==> config.mk <==
export PLATFORM = sky130hd
export DESIGN_NAME = mem_arbiter_flat
export DESIGN_NICKNAME = d
export VERILOG_FILES = /design/src/rtl/mem_arbiter_if.sv /design/src/rtl/mem_arbiter.sv /design/src/flat_wrapper.sv
export SDC_FILE = /design/constraint.sdc
export NUM_CORES = 1
export LEC_CHECK = 0
export BUFFER_PORTS_ARGS = -buffer_cell sky130_fd_sc_hd__buf_2
export CAP_MARGIN = 25
export CORE_AREA = 2 2 101 103
export DETAILED_ROUTE_END_ITERATION = 6
export DIE_AREA = 0 0 103 105
export GPL_ROUTABILITY_DRIVEN = 1
export HOLD_SLACK_MARGIN = 0.1
export PLACE_DENSITY = 0.54
export SYNTH_ARGS = -nofsm -noshare
export SYNTH_HDL_FRONTEND = slang
export SYNTH_SLANG_ARGS = --single-unit
==> constraint.sdc <==
create_clock -name clk -period 5.1 [get_ports clk]
set_input_delay 1.275 -clock clk [delete_from_list [all_inputs] [get_ports clk]]
set_output_delay 1.275 -clock clk [all_outputs]
set_load 0.02 [all_outputs]
==> src/rtl/mem_arbiter_if.sv <==
// Bundle between the arbiter, its two CPU requesters (fetch and data) and the shared word RAM.
// The slave modport is the arbiter's view; master is the requester/RAM side.
interface mem_arbiter_if #(
  parameter int ADDR_W = 22
);
  logic              i_req;
  logic [31:0]       i_addr;
  logic              i_gnt;
  logic              i_rvalid;
  logic [31:0]       i_rdata;
  logic              i_err;

  logic              d_req;
  logic [31:0]       d_addr;
  logic [3:0]        d_wr_en;
  logic [31:0]       d_wdata;
  logic              d_gnt;
  logic              d_rvalid;
  logic [31:0]       d_rdata;
  logic              d_err;

  logic [3:0]        ram_wen;
  logic [ADDR_W-1:0] ram_addr;
  logic [31:0]       ram_wdata;
  logic [31:0]       ram_rdata;

  modport slave (
    input  i_req, i_addr, d_req, d_addr, d_wr_en, d_wdata, ram_rdata,
    output i_gnt, i_rvalid, i_rdata, i_err,
    output d_gnt, d_rvalid, d_rdata, d_err,
    output ram_wen, ram_addr, ram_wdata
  );

  modport master (
    output i_req, i_addr, d_req, d_addr, d_wr_en, d_wdata, ram_rdata,
    input  i_gnt, i_rvalid, i_rdata, i_err,
    input  d_gnt, d_rvalid, d_rdata, d_err,
    input  ram_wen, ram_addr, ram_wdata
  );
endinterface

==> src/rtl/mem_arbiter.sv <==
// Round-robin arbiter sharing one single-port word RAM between instruction fetch and data ports.
// Grants are combinational; read data returns to the owning port exactly one cycle later.
module mem_arbiter #(
  parameter int ADDR_W = 22,
  parameter int WORDS  = 256
) (
  input logic          clk,
  input logic          rst_n,
  mem_arbiter_if.slave bus
);

  typedef enum logic {PRIO_I = 1'b0, PRIO_D = 1'b1} prio_t;
  typedef enum logic [1:0] {OWN_NONE = 2'd0, OWN_I = 2'd1, OWN_D = 2'd2} owner_t;

  prio_t             prio_reg, prio_next;
  owner_t            owner_reg, owner_next;
  logic              oor_reg, oor_next;
  logic              d_err_reg, d_err_next;
  logic [ADDR_W-1:0] addr_reg, addr_next;

  logic [ADDR_W-1:0] i_idx, d_idx;
  logic              i_in_range, d_in_range;
  logic              d_is_read;
  logic              i_gnt, d_gnt;
  logic              i_rvalid, d_rvalid;

  assign i_idx = bus.i_addr[ADDR_W+1:2];
  assign d_idx = bus.d_addr[ADDR_W+1:2];
  // Range is judged on the full word address so high bits never alias into the RAM.
  assign i_in_range = ({2'b00, bus.i_addr[31:2]} < 32'(WORDS));
  assign d_in_range = ({2'b00, bus.d_addr[31:2]} < 32'(WORDS));
  assign d_is_read  = (bus.d_wr_en == 4'b0000);

  always_comb begin
    i_gnt = 1'b0;
    d_gnt = 1'b0;
    if (rst_n) begin
      if (bus.i_req && (!bus.d_req || prio_reg == PRIO_I)) begin
        i_gnt = 1'b1;
      end else if (bus.d_req) begin
        d_gnt = 1'b1;
      end
    end
  end

  always_comb begin
    prio_next  = prio_reg;
    owner_next = OWN_NONE;
    oor_next   = 1'b0;
    d_err_next = d_gnt && !d_in_range;
    addr_next  = addr_reg;
    // Priority only moves after a conflict, and always toward the side that lost.
    if (bus.i_req && bus.d_req && rst_n) begin
      prio_next = i_gnt ? PRIO_D : PRIO_I;
    end
    if (i_gnt) begin
      owner_next = OWN_I;
      oor_next   = !i_in_range;
      addr_next  = i_idx;
    end else if (d_gnt) begin
      addr_next = d_idx;
      if (d_is_read) begin
        owner_next = OWN_D;
        oor_next   = !d_in_range;
      end
    end
  end

  always_ff @(posedge clk or negedge rst_n) begin
    if (!rst_n) begin
      prio_reg  <= PRIO_I;
      owner_reg <= OWN_NONE;
      oor_reg   <= 1'b0;
      d_err_reg <= 1'b0;
      addr_reg  <= '0;
    end else begin
      prio_reg  <= prio_next;
      owner_reg <= owner_next;
      oor_reg   <= oor_next;
      d_err_reg <= d_err_next;
      addr_reg  <= addr_next;
    end
  end

  assign i_rvalid = rst_n && (owner_reg == OWN_I);
  assign d_rvalid = rst_n && (owner_reg == OWN_D);

  assign bus.i_gnt    = i_gnt;
  assign bus.d_gnt    = d_gnt;
  assign bus.i_rvalid = i_rvalid;
  assign bus.d_rvalid = d_rvalid;
  assign bus.i_err    = i_rvalid && oor_reg;
  assign bus.d_err    = rst_n && d_err_reg;
  assign bus.i_rdata  = (i_rvalid && !oor_reg) ? bus.ram_rdata : 32'h0;
  assign bus.d_rdata  = (d_rvalid && !oor_reg) ? bus.ram_rdata : 32'h0;

  // Idle cycles keep presenting the last address so the RAM port stays quiet.
  assign bus.ram_addr  = rst_n ? addr_next : '0;
  assign bus.ram_wdata = rst_n ? bus.d_wdata : 32'h0;
  assign bus.ram_wen   = (d_gnt && d_in_range) ? bus.d_wr_en : 4'b0000;

endmodule

==> src/flat_wrapper.sv <==
// flat-port wrapper written by rule: the top's interface ports become plain ports
module mem_arbiter_flat 
#(
  parameter int ADDR_W = 22,
  parameter int WORDS  = 256
)
  (clk, rst_n, bus_i_req, bus_i_addr, bus_d_req, bus_d_addr, bus_d_wr_en, bus_d_wdata, bus_ram_rdata, bus_i_gnt, bus_i_rvalid, bus_i_rdata, bus_i_err, bus_d_gnt, bus_d_rvalid, bus_d_rdata, bus_d_err, bus_ram_wen, bus_ram_addr, bus_ram_wdata);
  mem_arbiter_if #(.ADDR_W(ADDR_W)) bus_i ();
  input logic clk;
  input logic rst_n;
  input wire logic [$bits(bus_i.i_req)-1:0] bus_i_req;
  input wire logic [$bits(bus_i.i_addr)-1:0] bus_i_addr;
  input wire logic [$bits(bus_i.d_req)-1:0] bus_d_req;
  input wire logic [$bits(bus_i.d_addr)-1:0] bus_d_addr;
  input wire logic [$bits(bus_i.d_wr_en)-1:0] bus_d_wr_en;
  input wire logic [$bits(bus_i.d_wdata)-1:0] bus_d_wdata;
  input wire logic [$bits(bus_i.ram_rdata)-1:0] bus_ram_rdata;
  output wire logic [$bits(bus_i.i_gnt)-1:0] bus_i_gnt;
  output wire logic [$bits(bus_i.i_rvalid)-1:0] bus_i_rvalid;
  output wire logic [$bits(bus_i.i_rdata)-1:0] bus_i_rdata;
  output wire logic [$bits(bus_i.i_err)-1:0] bus_i_err;
  output wire logic [$bits(bus_i.d_gnt)-1:0] bus_d_gnt;
  output wire logic [$bits(bus_i.d_rvalid)-1:0] bus_d_rvalid;
  output wire logic [$bits(bus_i.d_rdata)-1:0] bus_d_rdata;
  output wire logic [$bits(bus_i.d_err)-1:0] bus_d_err;
  output wire logic [$bits(bus_i.ram_wen)-1:0] bus_ram_wen;
  output wire logic [$bits(bus_i.ram_addr)-1:0] bus_ram_addr;
  output wire logic [$bits(bus_i.ram_wdata)-1:0] bus_ram_wdata;
  assign bus_i.i_req = bus_i_req;
  assign bus_i.i_addr = bus_i_addr;
  assign bus_i.d_req = bus_d_req;
  assign bus_i.d_addr = bus_d_addr;
  assign bus_i.d_wr_en = bus_d_wr_en;
  assign bus_i.d_wdata = bus_d_wdata;
  assign bus_i.ram_rdata = bus_ram_rdata;
  assign bus_i_gnt = bus_i.i_gnt;
  assign bus_i_rvalid = bus_i.i_rvalid;
  assign bus_i_rdata = bus_i.i_rdata;
  assign bus_i_err = bus_i.i_err;
  assign bus_d_gnt = bus_i.d_gnt;
  assign bus_d_rvalid = bus_i.d_rvalid;
  assign bus_d_rdata = bus_i.d_rdata;
  assign bus_d_err = bus_i.d_err;
  assign bus_ram_wen = bus_i.ram_wen;
  assign bus_ram_addr = bus_i.ram_addr;
  assign bus_ram_wdata = bus_i.ram_wdata;
  mem_arbiter #(.ADDR_W(ADDR_W), .WORDS(WORDS)) u_core (.clk(clk), .rst_n(rst_n), .bus(bus_i));
endmodule
Yosys cells after proc, flatten, opt, wreduce, memory -nomap -nowiden:

Index checks and enable logic that the tools add are counted.

* bits in registers: 27
* latch bits: 0
* bits in writable memories: 0
* memory bits (read-only): 0
* bits of input ports: 136
* word-level logic and storage cells: 46
* memories: 0

* add/subtract/negate cells: 0
* $mul: 0
* div/mod/pow operators: 0
* $lt $le $gt $ge: 2
* equal/unequal tests: 2
* shifts and indexed selects: 0
* muxes and demuxes: 19
* bitwise operators: 1
* reduce and logical (&&, ||, !) cells: 17

Operator list (number)
* $mux W32: 3
* $mux W22: 3
* $lt A30 B9 Y1 const B: 2
* $logic_and A1 B1 Y1: 11
* $mux W1: 9
* $mux W2: 3
* $logic_not A1 Y1: 4
* $logic_not A4 Y1: 1
* $mux W4: 1
* $eq A2 B1 Y1 const B: 1
* $eq A2 B2 Y1 const B: 1
* $logic_or A1 B1 Y1: 1
* $not A1 Y1: 1

Longest topological paths before layout:

Gate-level depths: netlist of the first run.

* word-level depth: 8
* mapped depth: 7
* depth with buffers taken out: 5

Worst setup path after synthesis of the first run:

OpenSTA, ideal clock, no wires.

* kind: input port to output port
* start point: in bus_d_req
* end point: out bus_ram_addr[4]
* arrival time: 2412 ps
* setup slack: 1413 ps
* cell stages on the path: 6
* path buffers: 2
* cell sequence: and2_1 -> buf_4 -> nand2_2 -> buf_6 -> a22oi_1 -> a211oi_1

* cells in the longest elaborated chain, start to end: 8

Ends and longest elaborated chain
* start: declaration: line flat_wrapper.sv:13 `input wire logic [$bits(bus_i.d_req)-1:0] bus_d_req;`
* $logic_not A1 Y1: line mem_arbiter.sv:38 `if (bus.i_req && (!bus.d_req || prio_reg == PRIO_I)) begin`
* $logic_or A1 B1 Y1: line mem_arbiter.sv:38
* $logic_and A1 B1 Y1: line mem_arbiter.sv:38
* $mux W1: line mem_arbiter.sv:38
* $mux W1: line mem_arbiter.sv:37 `if (rst_n) begin`
* $mux W22: line mem_arbiter.sv:60 `end else if (d_gnt) begin`
* $mux W22 (*): line mem_arbiter.sv:56 `if (i_gnt) begin`
* $mux W22 (*): line mem_arbiter.sv:98 `assign bus.ram_addr = rst_n ? addr_next : '0;`
* end: declaration: line flat_wrapper.sv:27 `output wire logic [$bits(bus_i.ram_addr)-1:0] bus_ram_addr;`

Every way passes the cells marked *; elsewhere a longest branch is shown, timed or not.

Worst setup path after layout of the first run:

* start point: in rst_n
* end point: out bus_ram_addr[17]

* cells in the longest elaborated chain, start to end: 4

Ends and longest elaborated chain
* start: declaration: line flat_wrapper.sv:10 `input logic rst_n;`
* $mux W1: line mem_arbiter.sv:37
* $mux W22: line mem_arbiter.sv:60
* $mux W22: line mem_arbiter.sv:56
* $mux W22 (*): line mem_arbiter.sv:98

Marks and branches as above.

==> summary.txt, run 1 <==
status = complete, no violations
CP Class = in -> out
DRT iter0 DRCs = 102
clk sinks = 27
hpwl dp = 8030 um
CP max-delay cell = and2_1
Worst setup EP type = output port
vias per cell = 4.31
Startpoint Class = primary input
Arr. time, crit path = 3030 ps
RSZ-0062 raised after global routing = no
#FFs+latches synth = 27
layout cells sized above 1 = 0.524
end point of the critical path = bus_ram_addr[17]
gpl congestion = 0.804
Die ar. = 10800 um^2
most frequent cells in the layout = 259 x buf_2, 103 x and2_1, 40 x nor2_1
core box area = 9640 um^2
Worst Skew = 2.72 ps
crit path cell chain = buf_2 > and2_1 > nand2_2 > inv_2 > a221oi_1 > nor3_1 > buf_2
First-pass DRT Iterations = 4
r2r setup slk = 3540 ps
Max Cap Viol = 0
largest net degree at the start of global routing = 37
drt drc = 0
GRT Total Usage = 0.163
critical path depth = 7
setup bufs post-CTS = 0
Final Setup Violations = 0
Worst Path Required = 3830 ps
slew at the pin with the worst max-slew slack = 756 ps
initial antenna violation count = 2
crit-path most repeated cell = buf_2
Initial Util = 0.221
CTS tree = done
reg-to-reg endpoint = u_core.addr_reg[13]
post-synthesis sequential area ratio = 0.317
Worst Path Buf+Inv = 3
post-synth cell types = 31
Mapped Cells = 272
final net count = 656
most common cell after layout, fill and taps aside = buf_2
first-pass GRT wire length = 13900 um
minimum clock period = 4310 ps
port buffer count = 259
worst-skew pair later-pin latency = 270 ps
Register-to-Register Path Depth = 5
Final ANT Viol Nets = 0
Pwr per Cell Area = 214 nW/um^2
H-tree Lvls = 1
post_cts resized = 0
Worst Hold Class = reg -> reg
CTS Root Cell = clkbuf_8
CP delay by family, top = simple AND/OR/NAND/NOR gates
Post-Syn Nets = 408
Netlist Area Pre-Place = 2130 um^2
via count = 2815
hold bufs inserted after CTS = 0
die width = 103 um
Fin Setup TNS = 0 ps
reg2reg start = u_core.prio_reg
setup ws final = 795 ps
final WL = 9580 um
dpl ws = 727 ps
max reg flops = 22
I/O Pins = 264
synthesis warning total = 0
worst-path maximum fanout = 17
total CTS buffers = 3
max-slew violations = 0
Max-slew headroom = 0.495
crit-path max cell delay = 370 ps
clk slew on worst S/H paths = 90 ps
Final period util = 0.844
vias in the first global route = 2695
leak pwr = 0.00211 uW
Die Y = 105 um
wire per inst = 14.7 um
Core Util, Final = 0.371
Peak Freq = 0.232 GHz
CP Launch Point = rst_n
maximum vdd ir drop = 0.113 mV
Mean Syn Cell Area = 7.85 um^2
standard-cell rows = 36
Area Overhead vs Synth = 67.6%
total grt overflow = 0
CTS Buffer Depth = 2
final hold violations = 0
==> routing by layer <==
layer | vias up | track usage | routed length [um]
met5 | - | 0 | 19
met4 | 2 | 0.0310 | 59
met3 | 8 | 0.0408 | 794
met2 | 114 | 0.314 | 5140
met1 | 1261 | 0.176 | 3570
li1 | 1430 | - | -
==> cell type report <==
type / instances / area, um^2
Clock buffer: 4 / 45.0
Sequential cell: 27 / 676
Timing Repair Buffer: 264 / 1330
Multi-Input combinational cell: 221 / 1340
Fill cell: 1080 / 6060
Antenna cell: 1 / 2.50
Tap cell: 133 / 166
Inverter: 3 / 11.3
==> report_power, final <==
part | switching (uW) | internal (uW) | leakage (uW) | total (uW)
combinational | 208 | 146 | 0.00176 | 355
clock | 67.6 | 56.0 | 0.0000228 | 124
sequential | 18.0 | 268 | 0.000322 | 286
==> worst register-to-register path, cell delays in order, from the launching register on <==
cell and delay, ps:
dfrtp_1 410, nand2_1 60, nand3_1 90, inv_1 580, a221o_1 240, o21a_1 130
==> worst min path at each step <==
stage	start	cells past startpoint	endpoint	slack (ps)
after floorplan	u_core.prio_reg	1	u_core.prio_reg	460
after global placement	u_core.prio_reg	1	u_core.prio_reg	480
after detailed placement	u_core.prio_reg	1	u_core.prio_reg	490
after CTS	u_core.prio_reg	1	u_core.prio_reg	500
after global routing	u_core.prio_reg	1	u_core.prio_reg	540
final	u_core.prio_reg	1	u_core.prio_reg	500
==> synthesized netlist by cell type (all sizes together) <==
cell type  instances  area share
a221o              3       0.014
a221oi            16       0.069
and2b              1      0.0035
dfrtp             27        0.32
nor2              40       0.070
a211oi             3       0.011
buf                5       0.019
o32ai              1      0.0041
clkbuf            16       0.030
nor4              10       0.029
nor3b              1      0.0059
nor3              18       0.045
and2             103        0.30
nand4              2      0.0059
a21oi              3      0.0070
a22oi              3       0.011
nand3              1      0.0023
nand2b             1      0.0029
or4                2      0.0070
o21a               3       0.011
o211a              3       0.014
xnor2              1      0.0041
inv                3      0.0053
nand2              6       0.012
==> logic make-up (layout without fill, tap and decap cells) <==
family	Yosys count	after routing	share of synthesized area
DFF	27	27	0.317
buffers and inverters	24	271	0.0545
xor gates and xnor gates	1	1	0.00410
other	0	1	0
and+or+nand+nor	185	185	0.485
AOI/OAI and AO/OA	35	35	0.140
==> per-stage QoR <==
step | hold slack, ps | instances | instance area [um^2] | power (uW)
6_report | 497 | 653 | 3580 | 764
5_1_grt | 541 | 653 | 3580 | 826
4_1_cts | 501 | 652 | 3570 | 775
3_5_place_dp | 487 | 648 | 3530 | 649
3_3_place_gp | 482 | 648 | 3530 | 644
2_1_floorplan | 457 | 272 | 2130 | 508
(Power assumes the default switching activity.)
==> run 2, diff against run 1 <==
--- a/config.mk
+++ b/config.mk
@@ -5,14 +5,15 @@
 export SDC_FILE = /design/constraint.sdc
 export NUM_CORES = 1
 export LEC_CHECK = 0
+export ABC_AREA = 1
 export BUFFER_PORTS_ARGS = -buffer_cell sky130_fd_sc_hd__buf_2
 export CAP_MARGIN = 25
-export CORE_AREA = 2 2 101 103
+export CORE_AREA = 2 2 103 105
 export DETAILED_ROUTE_END_ITERATION = 6
-export DIE_AREA = 0 0 103 105
+export DIE_AREA = 0 0 105 107
 export GPL_ROUTABILITY_DRIVEN = 1
 export HOLD_SLACK_MARGIN = 0.1
-export PLACE_DENSITY = 0.54
+export PLACE_DENSITY = 0.57
 export SYNTH_ARGS = -nofsm -noshare
 export SYNTH_HDL_FRONTEND = slang
 export SYNTH_SLANG_ARGS = --single-unit
==> constraint.sdc (replaced) <==
create_clock -name clk -period 4.2 [get_ports clk]
set_input_delay 1.05 -clock clk [delete_from_list [all_inputs] [get_ports clk]]
set_output_delay 1.05 -clock clk [all_outputs]
set_load 0.02 [all_outputs]
==> run 2 against run 1 <==
  * Non-clock buffer count up 2
  * Clock power up 19%
  * Routed wire length up 7.6%
  * Synthesized area up 18%
  * Final cell count up 32%
  * Clock skew up 5.1 ps
  * Count of clock-buffer cells in the layout down 1
  * Combinational power up 2%
  * Largest power group unchanged
  * Highest routed layer is now met4
  * Hold slack better by 2.9 ps
==> summary.txt, run 2 <==
slew at the pin with the worst max-slew slack = 653 ps (-103 ps)
Final Setup Violations = 0 (unchanged)
first-pass GRT wire length = 16000 um (+15%)
initial antenna violation count = 0 (-2)
setup ws final = 493 ps (-301 ps)
Synth Flop Type = dfrtp_1
vias per cell = 4.05 (-6.2%)
Max-slew headroom = 0.564 (+0.0686)
final hold violations = 0 (unchanged)
gpl congestion = 0.873 (+8.6%)
Synth area leaders = dfrtp_1 27%, nand2_1 22%, inv_1 17%, nor2_1 17%, or2_2 5.0%
worst-skew pair later-pin latency = 270 ps (about the same)
largest area contributor in the netlist = dfrtp_1
Netlist Area Pre-Place = 2520 um^2 (+18%)
Initial Util = 0.250 (+0.0281)
GRT Total Usage = 0.174 (+0.0105)
CTS tree = done
max-slew violations = 0 (unchanged)
setup bufs post-CTS = 0 (unchanged)
max reg flops = 22 (unchanged)
Mean Syn Cell Area = 5.35 um^2 (-32%)
# diodes = 0 (-1)
most common cell after layout, fill and taps aside = buf_2
die width = 105 um (+1.9%)
Die Y = 107 um (+1.9%)
total CTS buffers = 3 (unchanged)
Final period util = 0.883
# fillers = 1162 (+7.6%)
Worst Skew = 7.79 ps (+5.07 ps)
Synth top area share = 0.268 (-0.0483)
Arr. time, crit path = 2660 ps (-370 ps)
drt drc = 0 (unchanged)
post_cts resized = 0 (unchanged)
Mapped Cells = 471 (+73%)
port buffer count = 259 (unchanged)
layout cells sized above 1 = 0.425 (-0.0995)
net switching power = 316 uW (+7.6%)
via count = 3475 (+23%)
vias in the first global route = 3309 (+23%)
H-tree Lvls = 1 (unchanged)
Worst Hold Class = reg -> reg
DRT iter0 DRCs = 250 (+150%)
Area Overhead vs Synth = 58.4%
I/O Pins = 264 (unchanged)
RSZ-0062 raised after global routing = no
standard-cell rows = 37 (+2.8%)
First-pass DRT Iterations = 4 (unchanged)
Register Area = 676 um^2 (unchanged)
wire per inst = 12.0 um (-18%)
status = complete, no violations
Synth top cells by count = 149 x nand2_1, 114 x inv_1, 113 x nor2_1, 27 x dfrtp_1, 20 x or2_2
post-synthesis sequential area ratio = 0.268 (-0.0483)
Peak Freq = 0.270 GHz
#FFs+latches synth = 27 (unchanged)
combinational share of power = 0.444 (-0.020)
hold bufs inserted after CTS = 0 (unchanged)
dpl ws = 465 ps (-263 ps)
core box area = 10100 um^2 (+4.7%)
Startpoint Class = primary input
worst-path maximum fanout = 37 (+20)
Seq pwr share = 0.374 (about the same)
total grt overflow = 0 (unchanged)
Sw Ratio = 0.388 (+0.00340)
clk sinks = 27 (unchanged)
post-synth cell types = 22 (-29%)
Worst setup EP type = output port
Multi-input gate area = 1300 um^2 (-3.0%)
Worst Path Required = 3150 ps (-680 ps)
Core Util, Final = 0.395 (+0.0241)
Max Cap Viol = 0 (unchanged)
Final ANT Viol Nets = 0 (unchanged)
Register-to-Register Path Depth = 7 (+2)
clk slew on worst S/H paths = 90 ps (about the same)
leak pwr = 0.00301 uW (+43%)
Total Power = 815 uW (+6.7%)
EDFF count, synth = 0 (unchanged)
largest net degree at the start of global routing = 45 (+22%)
Worst Hold Depth = 2 (+1)
CP Class = in -> out
Post-Syn Nets = 607 (+49%)
maximum vdd ir drop = 0.114 mV (+0.58%)
hpwl dp = 8620 um (+7.3%)
synthesis warning total = 0 (unchanged)
FFs w/ async S/R, synth = 1.00 (unchanged)
minimum clock period = 3710 ps
most common cell in the netlist = nand2_1
clock group share of total power = 0.182 (+0.020)
CTS Buffer Depth = 2 (unchanged)
Pwr per Cell Area = 204 nW/um^2 (-4.3%)
Fin Setup TNS = 0 ps (unchanged)
CTS Root Cell = clkbuf_8
most frequent cells in the layout = 259 x buf_2, 149 x nand2_1, 114 x inv_1
Die ar. = 11200 um^2 (+3.9%)
Internal = 499 uW (+6.1%)
final net count = 860 (+31%)
final WL = 10300 um (+7.6%)
## run 2: area by class of cell
class,count,area share
timing repair buffer,266,0.338
multi-input combinational,310,0.327
sequential,27,0.169
inverter,116,0.112
tap,136,0.0427
clock buffer,3,0.0104
clock inverter,1,0.00125
## run 2: final timing paths
check / from / endpoint / slack [ps]
min in group asynchronous: rst_n / u_core.oor_reg / 790
worst min-delay path: u_core.prio_reg / u_core.prio_reg / 500
max in group asynchronous: rst_n / u_core.addr_reg[21] / 2680
worst max register to register: u_core.prio_reg / u_core.addr_reg[9] / 2390
worst max-delay path: bus_d_req / bus_ram_addr[9] / 490
worst min register to register: u_core.prio_reg / u_core.prio_reg / 500
## run 2: worst max-delay path, stage by stage
cell	delay, ps
buf_2	120
nand2_1	90
nand3_2	510
buf_4	370
inv_1	140
nand2_1	70
nand2_1	100
nor2_1	40
buf_2	160
## run 2: metrics by stage
step	std cells	instance area, um^2	hold slack, ps
2_1_floorplan	471	2520	453
3_3_place_gp	855	3940	475
3_5_place_dp	855	3940	483
4_1_cts	859	3990	506
5_1_grt	859	3990	527
6_report	859	3990	500
## run 2: layer usage
metal	track usage	wire length (um)	vias to the layer above
li1	-	-	1810
met1	0.203	4120	1516
met2	0.333	5380	139
met3	0.0310	674	10
met4	0.0305	129	0
met5	0	0	-
## run 2: logic make-up (layout without fill, tap and decap cells)
| group | count (synthesis) | after routing | share of synthesized area |
|---|---|---|---|
| and+or+nand+nor | 309 | 309 | 0.515 |
| buffers and inverters | 134 | 386 | 0.215 |
| DFF | 27 | 27 | 0.268 |
| AOI/OAI and AO/OA | 1 | 1 | 0.00199 |
## run 2: power by group through the flow
stage	Combinational [uW]	Sequential [uW]	Clock, uW
3_5_place_dp	365	310	0
5_1_grt	411	308	165
2_1_floorplan	219	308	0
4_1_cts	367	305	153
3_3_place_gp	363	309	0
6_report	362	305	148
==> run 3, diff against run 2 <==
==> constraint.sdc (replaced) <==
create_clock -name clk -period 4.2 [get_ports clk]
set_input_delay 0.84 -clock clk [delete_from_list [all_inputs] [get_ports clk]]
set_output_delay 0.84 -clock clk [all_outputs]
set_load 0.02 [all_outputs]
==> run 3 against run 2 <==
  * Critical endpoint is now bus_ram_addr[13]
  * Non-clock buffer count is 2 lower
  * Global-route usage is 0.73 points lower
  * Sequential power about the same
  * Via count shrank 0.60%
  * Power fell by 0.20%
  * Largest cell class unchanged
==> summary.txt, run 3 (synthesis gave the netlist of run 2 again) <==
status = complete, no violations
standard-cell rows = 37 (unchanged)
initial antenna violation count = 0 (unchanged)
worst-skew pair later-pin latency = 270 ps (about the same)
slew at the pin with the worst max-slew slack = 765 ps (+112 ps)
final WL = 10000 um (-2.9%)
Peak Freq = 0.286 GHz (+6.0%)
Worst Hold Class = in -> async
H-tree Lvls = 1 (unchanged)
leak pwr = 0.00302 uW (+0.35%)
clk slew on worst S/H paths = 90 ps (about the same)
Arr. time, crit path = 2660 ps (about the same)
most frequent cells in the layout = 259 x buf_2, 149 x nand2_1, 114 x inv_1
RSZ-0062 raised after global routing = no
maximum vdd ir drop = 0.116 mV (+1.6%)
via count = 3454 (-0.60%)
CTS Buffer Depth = 2 (unchanged)
DRT iter0 DRCs = 215 (-14%)
Die ar. = 11200 um^2 (unchanged)
total grt overflow = 0 (unchanged)
Register-to-Register Path Depth = 5 (-2)
gpl congestion = 0.867 (-0.72%)
die width = 105 um (unchanged)
Core Util, Final = 0.398 (+0.00248)
Max Cap Viol = 0 (unchanged)
port buffer count = 259 (unchanged)
Final period util = 0.832 (-0.0501)
wire per inst = 11.7 um (-2.6%)
Max-slew headroom = 0.489 (-0.0748)
# fillers = 1157 (-0.43%)
clk sinks = 27 (unchanged)
most common cell after layout, fill and taps aside = buf_2
I/O Pins = 264 (unchanged)
post_cts resized = 0 (unchanged)
CTS Root Cell = clkbuf_8
clock group share of total power = 0.182 (about the same)
Worst Skew = 1.94 ps (-5.85 ps)
vias in the first global route = 3206 (-3.1%)
Seq pwr share = 0.375 (about the same)
largest net degree at the start of global routing = 45 (unchanged)
Die Y = 107 um (unchanged)
combinational share of power = 0.443 (about the same)
Fin Setup TNS = 0 ps (unchanged)
# diodes = 0 (unchanged)
Final Setup Violations = 0 (unchanged)
Pwr per Cell Area = 203 nW/um^2 (-0.82%)
core box area = 10100 um^2 (unchanged)
Worst Path Required = 3360 ps (+210 ps)
minimum clock period = 3500 ps (-210 ps)
CTS tree = done
Internal = 499 uW (about the same)
Startpoint Class = primary input
Area Overhead vs Synth = 59.4%
total CTS buffers = 3 (unchanged)
drt drc = 0 (unchanged)
hpwl dp = 8400 um (-2.5%)
first-pass GRT wire length = 15500 um (-3.4%)
layout cells sized above 1 = 0.423 (-0.00160)
GRT Total Usage = 0.167 (-0.00727)
max-slew violations = 0 (unchanged)
CP Class = in -> out
vias per cell = 4.03 (-0.37%)
final net count = 858 (-0.23%)
Final ANT Viol Nets = 0 (unchanged)
Sw Ratio = 0.387 (-0.00158)
setup bufs post-CTS = 0 (unchanged)
net switching power = 315 uW (-0.61%)
First-pass DRT Iterations = 4 (unchanged)
Worst setup EP type = output port
worst-path maximum fanout = 44 (+19%)
hold bufs inserted after CTS = 0 (unchanged)
max reg flops = 22 (unchanged)
Initial Util = 0.250 (unchanged)
final hold violations = 0 (unchanged)
## run 3: layout make-up
class / count / area [um^2] / area share
flip-flops and latches: 27 / 676 / 0.168
clock inverters: 1 / 5.00 / 0.00125
well taps: 136 / 170 / 0.0424
inverters: 116 / 445 / 0.111
repair buffers: 264 / 1370 / 0.342
multi-input cells: 310 / 1300 / 0.325
clock buffers: 3 / 41.3 / 0.0103
## run 3: per-layer routing
layer | part of all wire | GRT usage | vias to the layer above | routed length, um
met5 | 0 | 0 | - | 0
met4 | 0.011 | 0.0295 | 0 | 115
met3 | 0.075 | 0.0292 | 11 | 749
met2 | 0.51 | 0.319 | 148 | 5150
met1 | 0.40 | 0.195 | 1489 | 3990
li1 | - | - | 1806 | -
## run 3: stage by stage
step           cells  cell area, um^2  power (uW)  setup slack [ps]  hold WS (ps)
6_report         857             4010         814               704           439
5_1_grt          857             4010         876               475           444
3_3_place_gp     851             3910         669               645           469
3_5_place_dp     851             3910         672               629           474
4_1_cts          855             3960         822               629           440
2_1_floorplan    471             2520         526              1300           453
## run 3: worst paths after layout
path | startpoint | to | slack (ps)
worst max-delay path | rst_n | bus_ram_addr[13] | 700
worst min-delay path | rst_n | u_core.oor_reg | 440
worst max register to register | u_core.prio_reg | u_core.addr_reg[19] | 2320
worst min register to register | u_core.prio_reg | u_core.prio_reg | 500
max in group asynchronous | rst_n | u_core.addr_reg[15] | 3050
min in group clk | u_core.prio_reg | u_core.prio_reg | 500
## run 3: power groups by stage
stage	Sequential, uW	Combinational [uW]	Clock (uW)
after detailed placement	310	362	0
after floorplan	308	219	0
after global routing	308	407	161
final	305	361	148
after CTS	305	363	153
after global placement	309	360	0
## run 3: critical path, cell delays in order
cell and delay [ps]:
buf_2 270, nand3_2 660, or2_2 560, nand2_1 90, nor2_1 50, buf_2 170
